## config.mk

```make
export PLATFORM = sky130hd
export DESIGN_NAME = fifo9_frame_rx_flat
export DESIGN_NICKNAME = d
export VERILOG_FILES = /design/src/rtl/fifo9_frame_rx_if.sv /design/src/rtl/fifo9_frame_rx.sv /design/src/flat_wrapper.sv
export SDC_FILE = /design/constraint.sdc
export NUM_CORES = 1
export LEC_CHECK = 0
export BUFFER_PORTS_ARGS = -buffer_cell sky130_fd_sc_hd__buf_2
export CELL_PAD_IN_SITES_DETAIL_PLACEMENT = 1
export CELL_PAD_IN_SITES_GLOBAL_PLACEMENT = 1
export CORE_MARGIN = 1.5
export CORE_UTILIZATION = 41
export CTS_BUF_LIST = sky130_fd_sc_hd__clkbuf_8
export DETAILED_ROUTE_END_ITERATION = 10
export PLACE_DENSITY = 0.88
export SYNTH_ARGS = -nofsm -noshare
export SYNTH_HDL_FRONTEND = slang
export SYNTH_SLANG_ARGS = --single-unit
```

## constraint.sdc

```tcl
create_clock -name sys_clk -period 2.3 [get_ports sys_clk]
set_input_delay 0.115 -clock sys_clk [delete_from_list [all_inputs] [get_ports sys_clk]]
set_output_delay 0.115 -clock sys_clk [all_outputs]
set_load 0.05 [all_outputs]
```

## src/rtl/fifo9_frame_rx_if.sv

```systemverilog
// fifo9_frame_rx_if: FIFO read port plus delimited byte stream of the GMII frame receiver.
interface fifo9_frame_rx_if;
  logic [8:0] dout;
  logic       empty;
  logic       rd_en;
  logic [7:0] out_data;
  logic       out_valid;
  logic       out_sof;
  logic       out_eof;
  logic       out_err;
  modport slave (input dout, empty, output rd_en, out_data, out_valid, out_sof, out_eof, out_err);
  modport master(output dout, empty, input rd_en, out_data, out_valid, out_sof, out_eof, out_err);
endinterface

```

## src/rtl/fifo9_frame_rx.sv

```systemverilog
// fifo9_frame_rx: strips preamble/SFD from 9-bit GMII FIFO words, emits sof/eof/err byte stream with stats.
// Optional FCS check enabled by defining CRC_CHECK_EN.
module fifo9_frame_rx #(
  parameter logic [15:0] MinLen = 16'd64,
  parameter logic [15:0] MaxLen = 16'd1518
) (
  input  logic                 sys_clk,
  input  logic                 sys_rst_n,
  fifo9_frame_rx_if.slave      bus,
  output logic [31:0]          frame_cnt,
  output logic [15:0]          err_cnt,
  output logic [15:0]          pre_err_cnt
);
  typedef enum logic [1:0] {IDLE, PRE, DATA, DROP} state_t;
  state_t r_state, w_next;
  logic       w_rd, w_rxc, w_is_pre, w_is_sfd;
  logic [7:0] w_byte;
  logic       w_start, w_take, w_emit, w_eof, w_pre_err, w_err, w_fcs_bad;
  logic [7:0] r_hold, r_out_data;
  logic       r_hold_v, r_hold_sof, r_out_valid, r_out_sof, r_out_eof, r_out_err;
  logic [15:0] r_len;
  assign w_rd     = ~bus.empty;
  assign w_rxc    = bus.dout[8];
  assign w_byte   = bus.dout[7:0];
  assign w_is_pre = w_byte == 8'h55;
  assign w_is_sfd = w_byte == 8'hD5;
  assign bus.rd_en     = w_rd;
  assign bus.out_data  = r_out_data;
  assign bus.out_valid = r_out_valid;
  assign bus.out_sof   = r_out_sof;
  assign bus.out_eof   = r_out_eof;
  assign bus.out_err   = r_out_err;
`ifdef CRC_CHECK_EN
  logic [31:0] r_crc;
  function automatic logic [31:0] crc8(input logic [31:0] c, input logic [7:0] d);
    logic [31:0] x;
    x = c ^ {24'd0, d};
    for (int i = 0; i < 8; i++) x = x[0] ? ((x >> 1) ^ 32'hEDB88320) : (x >> 1);
    return x;
  endfunction
  // Running CRC over DA..FCS lands on the fixed residue when the FCS is intact
  assign w_fcs_bad = r_crc != 32'hDEBB20E3;
`else
  assign w_fcs_bad = 1'b0;
`endif
  assign w_err = (r_len < MinLen) | (r_len > MaxLen) | w_fcs_bad;
  always_comb begin
    w_next    = r_state;
    w_start   = 1'b0;
    w_take    = 1'b0;
    w_emit    = 1'b0;
    w_eof     = 1'b0;
    w_pre_err = 1'b0;
    if (w_rd) begin
      case (r_state)
        IDLE: if (w_rxc) begin
          w_next    = w_is_pre ? PRE : w_is_sfd ? DATA : DROP;
          w_start   = w_is_sfd;
          w_pre_err = !w_is_pre && !w_is_sfd;
        end
        PRE: begin
          w_next    = !w_rxc ? IDLE : w_is_sfd ? DATA : w_is_pre ? PRE : DROP;
          w_start   = w_rxc && w_is_sfd;
          w_pre_err = !w_rxc || (!w_is_pre && !w_is_sfd);
        end
        DATA: begin
          w_next    = w_rxc ? DATA : IDLE;
          w_take    = w_rxc;
          w_emit    = r_hold_v;
          w_eof     = !w_rxc && r_hold_v;
          w_pre_err = !w_rxc && !r_hold_v;
        end
        DROP: w_next = w_rxc ? DROP : IDLE;
        default: w_next = IDLE;
      endcase
    end
  end
  always_ff @(posedge sys_clk or negedge sys_rst_n)
    if (!sys_rst_n) r_state <= IDLE;
    else r_state <= w_next;
  always_ff @(posedge sys_clk or negedge sys_rst_n) begin
    if (!sys_rst_n) begin
      r_hold      <= 8'd0;
      r_hold_v    <= 1'b0;
      r_hold_sof  <= 1'b0;
      r_len       <= 16'd0;
      r_out_data  <= 8'd0;
      r_out_valid <= 1'b0;
      r_out_sof   <= 1'b0;
      r_out_eof   <= 1'b0;
      r_out_err   <= 1'b0;
      frame_cnt   <= 32'd0;
      err_cnt     <= 16'd0;
      pre_err_cnt <= 16'd0;
`ifdef CRC_CHECK_EN
      r_crc       <= 32'hFFFFFFFF;
`endif
    end else begin
      r_out_valid <= w_emit;
      r_out_sof   <= w_emit && r_hold_sof;
      r_out_eof   <= w_eof;
      r_out_err   <= w_eof && w_err;
      if (w_emit) r_out_data <= r_hold;
      if (w_start) begin
        r_hold_v <= 1'b0;
        r_len    <= 16'd0;
`ifdef CRC_CHECK_EN
        r_crc    <= 32'hFFFFFFFF;
`endif
      end
      if (w_take) begin
        r_hold     <= w_byte;
        r_hold_v   <= 1'b1;
        r_hold_sof <= !r_hold_v;
        r_len      <= r_len + {15'd0, r_len != 16'hFFFF};
`ifdef CRC_CHECK_EN
        r_crc      <= crc8(r_crc, w_byte);
`endif
      end
      if (w_eof && !w_err) frame_cnt <= frame_cnt + 32'd1;
      if (w_eof && w_err && err_cnt != 16'hFFFF) err_cnt <= err_cnt + 16'd1;
      if (w_pre_err && pre_err_cnt != 16'hFFFF) pre_err_cnt <= pre_err_cnt + 16'd1;
    end
  end
endmodule

```

## src/flat_wrapper.sv

```systemverilog
// flat-port wrapper written by rule: the top's interface ports become plain ports
module fifo9_frame_rx_flat 
#(
  parameter logic [15:0] MinLen = 16'd64,
  parameter logic [15:0] MaxLen = 16'd1518
)
  (sys_clk, sys_rst_n, frame_cnt, err_cnt, pre_err_cnt, bus_dout, bus_empty, bus_rd_en, bus_out_data, bus_out_valid, bus_out_sof, bus_out_eof, bus_out_err);
  fifo9_frame_rx_if bus_i ();
  input  logic sys_clk;
  input  logic sys_rst_n;
  output logic [31:0] frame_cnt;
  output logic [15:0] err_cnt;
  output logic [15:0] pre_err_cnt;
  input wire logic [$bits(bus_i.dout)-1:0] bus_dout;
  input wire logic [$bits(bus_i.empty)-1:0] bus_empty;
  output wire logic [$bits(bus_i.rd_en)-1:0] bus_rd_en;
  output wire logic [$bits(bus_i.out_data)-1:0] bus_out_data;
  output wire logic [$bits(bus_i.out_valid)-1:0] bus_out_valid;
  output wire logic [$bits(bus_i.out_sof)-1:0] bus_out_sof;
  output wire logic [$bits(bus_i.out_eof)-1:0] bus_out_eof;
  output wire logic [$bits(bus_i.out_err)-1:0] bus_out_err;
  assign bus_i.dout = bus_dout;
  assign bus_i.empty = bus_empty;
  assign bus_rd_en = bus_i.rd_en;
  assign bus_out_data = bus_i.out_data;
  assign bus_out_valid = bus_i.out_valid;
  assign bus_out_sof = bus_i.out_sof;
  assign bus_out_eof = bus_i.out_eof;
  assign bus_out_err = bus_i.out_err;
  fifo9_frame_rx #(.MinLen(MinLen), .MaxLen(MaxLen)) u_core (.sys_clk(sys_clk), .sys_rst_n(sys_rst_n), .bus(bus_i), .frame_cnt(frame_cnt), .err_cnt(err_cnt), .pre_err_cnt(pre_err_cnt));
endmodule
```

### Word level (Yosys, flattened, before mapping)

Cells that the tools add are included.
Widths: inputs -> output; s select.

* logic and storage cells: 73
* register bits: 104
* bits of input ports: 12
* output and inout port bits: 77

* multiplexer cells: 25
* $add $sub $neg: 4
* reduce and logical (&&, ||, !) cells: 18
* bitwise logic cells: 2
* eq/ne operators: 9
* $lt $le $gt $ge: 2

Operator list (number)
* $ne 16x16->1 const B: 3
* $add 16x1->16 const B: 2
* $add 32x1->32 const B: 1
* $mux 16: 2
* $add 16x1->16: 1
* $gt 16x11->1 const B: 1
* $lt 16x7->1 const B: 1
* $mux 2: 7
* $mux 1: 13
* $logic_and 1x1->1: 9
* $eq 8x7->1 const B: 1
* $eq 8x8->1 const B: 1
* $pmux 2 s4: 1
* $logic_not 1->1: 5
* $eq 2x2->1 const B: 2
* $pmux 1 s3: 1
* $eq 2x1->1 const B: 1
* $logic_not 2->1: 1
* $ne 2x2->1 const B: 1
* $pmux 1 s2: 1
* $reduce_and 2->1: 1
* $reduce_bool 2->1: 1
* $logic_or 1x1->1: 1
* $not 1->1: 1
* $or 1x1->1: 1

### Longest topological paths before layout

* word-level depth: 7
* mapped depth: 10
* mapped depth without buffers: 10

### Least setup slack after synthesis

OpenSTA, ideal clock, no wires.

* path type: register -> register
* from: register u_core.r_len[5]
* to: register u_core.r_len[12]
* setup slack: 0.135 ns
* arrival: 2.038 ns
* library setup time: 0.127 ns
* clock period less this slack: 2.165 ns
* path buffers: 0
* required time: 2.173 ns
* stages on the path, launching flop included: 11
* path through: dfrtp_1 and4_1 and2_0 nand4_1 ha_1 ha_1 and3_1 and3_1 nand4_1 nand3_1 o21ai_0

* longest elaborated chain between the ends: 3

RTL lines
* start: declaration: line fifo9_frame_rx.sv:21 `logic [15:0] r_len;`
* start signal: assignment: line fifo9_frame_rx.sv:115 `r_len <= r_len + {15'd0, r_len != 16'hFFFF};`
* $ne 16x16->1: line fifo9_frame_rx.sv:115
* $add 16x1->16 (*): line fifo9_frame_rx.sv:115
* $mux 16 (*): line fifo9_frame_rx.sv:111 `if (w_take) begin`

Mark *: on every way between the ends. The rest lies on a longest branch, timed or not.
A chain may end at the register's enable or synchronous reset.

### Worst setup path in the final report

* from: register u_core.r_state[0]
* to: register u_core.pre_err_cnt[1]

* longest elaborated chain between the ends: 4
* elaborated cells between the ends (all ways): 6
* classes of those cells: eq/ne: 2; mux: 2; reduce/logical: 2

RTL lines
* start: declaration: line fifo9_frame_rx.sv:15 `state_t r_state, w_next;`
* start signal: assignment: line fifo9_frame_rx.sv:80 `else r_state <= w_next;`
* $eq 2x2->1, or another cell as far along: line fifo9_frame_rx.sv:55 `case (r_state)`
* $pmux 1 s3 (*): line fifo9_frame_rx.sv:55
* $mux 1 (*): line fifo9_frame_rx.sv:54 `if (w_rd) begin`
* $logic_and 1x1->1 (*): line fifo9_frame_rx.sv:122 `if (w_pre_err && pre_err_cnt != 16'hFFFF) pre_err_cnt <= pre_err_cnt + 16'd1;`
* end signal: assignment: line fifo9_frame_rx.sv:122
* end: declaration: line fifo9_frame_rx.sv:12 `output logic [15:0] pre_err_cnt`

Marked as above.

==> flow_summary.json <==
{
  "outcome": "completed",
  "ctsHtreeMaxLevel": 3,
  "row_count": 39,
  "via_count": 3943,
  "synthArstFlopShare_pct": 100.0,
  "nFillCells": 1316,
  "rsz0062_at_grt": "no",
  "fin_crit_ns": 2.163,
  "dieArea_sq_um": 12470,
  "grt_max_degree": 105,
  "finalClockSkew_ns": 0.01028,
  "syn_nets": 471,
  "clk_latency_ns": 0.39,
  "final_nets": 587,
  "layout_commonest_cell": "dfrtp_1",
  "hold_viol_final": 0,
  "portBuffers": 88,
  "synth_edf_count": 0,
  "slew_violations": 0,
  "yosysSeqAreaShare_pct": 53.73,
  "multi_input_area_sq_um": 2202,
  "syn_inst": 454,
  "routed_wl_mm": 12.39,
  "hold_ws_ns": 0.03337,
  "antenna_cells": 0,
  "switchingPower_w": 0.001696,
  "wl_per_cell_microns": 17.25,
  "grt_usage_pct": 20.91,
  "relSlewSlack_pct": 61.91,
  "vias_per_cell": 5.492,
  "cp.required_ns": 2.58,
  "regArea_sq_um": 2603,
  "worstSetupEndpointType": "register",
  "drc_errors": 0,
  "clkTransAtPathRegs_ns": 0.09,
  "fin_tns_setup_ns": 0,
  "worstPathMaxFanout": 12,
  "dp_cells": 690,
  "gr-total-overflow": 0,
  "comb_power_share_pct": 25.4,
  "yosys_most_used_dff": "dfrtp_1",
  "cts_made_buffers": 9,
  "power_density_nw_per_um2": 780.1,
  "ys_seq_elements": 104,
  "die_w_microns": 111.7,
  "cts_root_buf": "clkbuf_8",
  "synth_area_per_cell_sq_um": 10.67,
  "initial_utilization_pct": 42.24,
  "seq_power_share_pct": 49.3,
  "final_cell_mix": "dfrtp_1, buf_2, nand2_1",
  "hold_class": "input pin to register",
  "critPathArrivalTime_ns": 2.45,
  "core-area_sq_um": 11470,
  "first_pass_iters": 4,
  "setup-violations-final": 0,
  "cts.sinks": 104,
  "fmax_ghz": 0.4622,
  "drtIter0Drc": 143,
  "final_layout_size_suffix_gt1_share_pct": 26.78,
  "antenna_found_initial": 0,
  "syn_area_sq_um": 4843,
  "io_pins": 89,
  "drv_cap": 0,
  "drtAntennaViolNets": 0,
  "die-height_microns": 111.7,
  "vdd.ir_drop.worst_mv": 0.6889,
  "switching_share_pct": 36.80,
  "critPathKind": "register to register",
  "syn_to_final_growth_pct": 21.96,
  "dp_hpwl_mm": 8.550,
  "clockPowerShare_pct": 25.3,
  "ys_types": 45,
  "ys_warn_count": 0,
  "intPower_w": 0.002912,
  "instances_no_fill": 718,
  "clockBufferDepth": 2,
  "gp_congestion": 0.7971,
  "cts_tree": "yes",
  "worst_pin_slew_ns": 0.5714,
  "grt_pass1_wl_mm": 20.91,
  "fin_crit_sh_pct": 94.06,
  "p_leak_nw": 2.996,
  "grt_pass1_vias": 4216,
  "cp-start-kind": "register"
}
[registers in the layout, indices dropped and copies added (netlist names), 2 cells and up]
name                 flops
u_core.frame_cnt        32
u_core.r_len            16
u_core.bus.out_data      8
u_core.pre_err_cnt      16
u_core.err_cnt          16
u_core.r_hold            8
u_core.r_state           2
[layer usage]
metal / vias up / track usage (%) / part of all wire, %
li1: 1836 / - / -
met1: 2004 / 25.55 / 43
met2: 89 / 35.65 / 52
met3: 14 / 5.934 / 3.9
met4: 0 / 7.004 / 1.6
met5: - / 0 / 0
[cell usage after synthesis, types with 2 or more instances]
library cell | n | area [sq um]
o21ai_0 | 15 | 75.07
and2_0 | 2 | 12.51
and2_1 | 5 | 31.28
nand4_1 | 27 | 168.9
nand4b_1 | 3 | 26.28
clkbuf_1 | 6 | 22.52
dfrtp_1 | 104 | 2603
and4_1 | 9 | 78.83
nor2_1 | 27 | 101.4
nor3_1 | 10 | 50.05
nor4b_1 | 2 | 17.52
nor4_1 | 5 | 31.28
a21oi_1 | 7 | 35.03
inv_1 | 10 | 37.54
o21bai_1 | 2 | 15.01
a41o_1 | 2 | 20.02
buf_2 | 3 | 15.01
a31oi_1 | 4 | 25.02
nand2_1 | 60 | 225.2
ha_1 | 5 | 62.56
and3_1 | 13 | 81.33
nor4_4 | 2 | 42.54
xor2_1 | 29 | 254.0
nand3_1 | 34 | 170.2
mux2_2 | 12 | 135.1
o211a_1 | 2 | 20.02
nand2b_1 | 2 | 12.51
xnor2_1 | 30 | 262.8
mux2i_1 | 4 | 40.04
nor3b_1 | 2 | 15.01
nor4bb_1 | 2 | 20.02
[final cells by class]
type                    count  share of cell area (%)
multi-input cells         329                   37.28
well taps                 143                   3.029
repair buffers            116                   11.65
clock buffers              10                   2.330
clock inverters             6                   1.017
inverters                  10                  0.6355
flip-flops and latches    104                   44.06
[cells by family (layout without fill, tap and decap cells)]
logic type | Yosys count | in the layout | synth area share (%)
fa+ha+maj | 5 | 5 | 1.292
xor+xnor | 59 | 59 | 10.67
flops | 104 | 104 | 53.73
simple gates | 212 | 212 | 23.87
compound gates | 37 | 37 | 4.934
buf+inv | 21 | 142 | 1.886
mux | 16 | 16 | 3.617
[through the flow]
| stage | worst slack (ns) | utilization, % | power [W] | cell area (sq um) |
|---|---|---|---|---|
| 6_report | 0.1367 | 51.51 | 0.004608 | 5907 |
| 4_1_cts | 0.03483 | 51.13 | 0.004627 | 5863 |
| 3_5_place_dp | 0.003248 | 48.46 | 0.003417 | 5557 |
| 3_3_place_gp | 0.1261 | 48.46 | 0.003361 | 5557 |
| 5_1_grt | 0.01106 | 51.51 | 0.004827 | 5907 |
| 2_1_floorplan | 0.1349 | - | 0.003067 | 4843 |
[critical path, stage by stage, from the launching register on]
cell	delay, ns
dfrtp_1	0.48
or4b_1	0.56
a21oi_1	0.25
o211a_2	0.40
mux2_2	0.37
[power groups by stage]
stage          sequential, W  combinational, W  clock, W
2_1_floorplan        0.00275          0.000312         0
5_1_grt              0.00230           0.00125   0.00127
3_5_place_dp         0.00229           0.00112         0
4_1_cts              0.00226           0.00115   0.00121
3_3_place_gp         0.00227           0.00109         0
6_report             0.00227           0.00117   0.00117
[what timing repair did]
action,in CTS,in global routing
endpoints found under the setup margin,1,17
hold endpoints to repair,112,0
hold buffers,9,0
gates resized for setup,2,9
setup buffers,2,1
[worst paths after layout]
path,cells past startpoint,slack [ns],to,start
hold / removal,2,0.03,u_core.r_hold_sof,bus_dout[8]
hold reg to reg,1,0.48,u_core.frame_cnt[31],u_core.frame_cnt[31]
max in group asynchronous,3,1.54,u_core.frame_cnt[15],sys_rst_n
min in group asynchronous,3,0.30,u_core.pre_err_cnt[5],sys_rst_n
setup / recovery,4,0.14,u_core.pre_err_cnt[1],u_core.r_state[0]
setup reg to reg,4,0.14,u_core.pre_err_cnt[1],u_core.r_state[0]
Power figures use the tool's default switching activity.
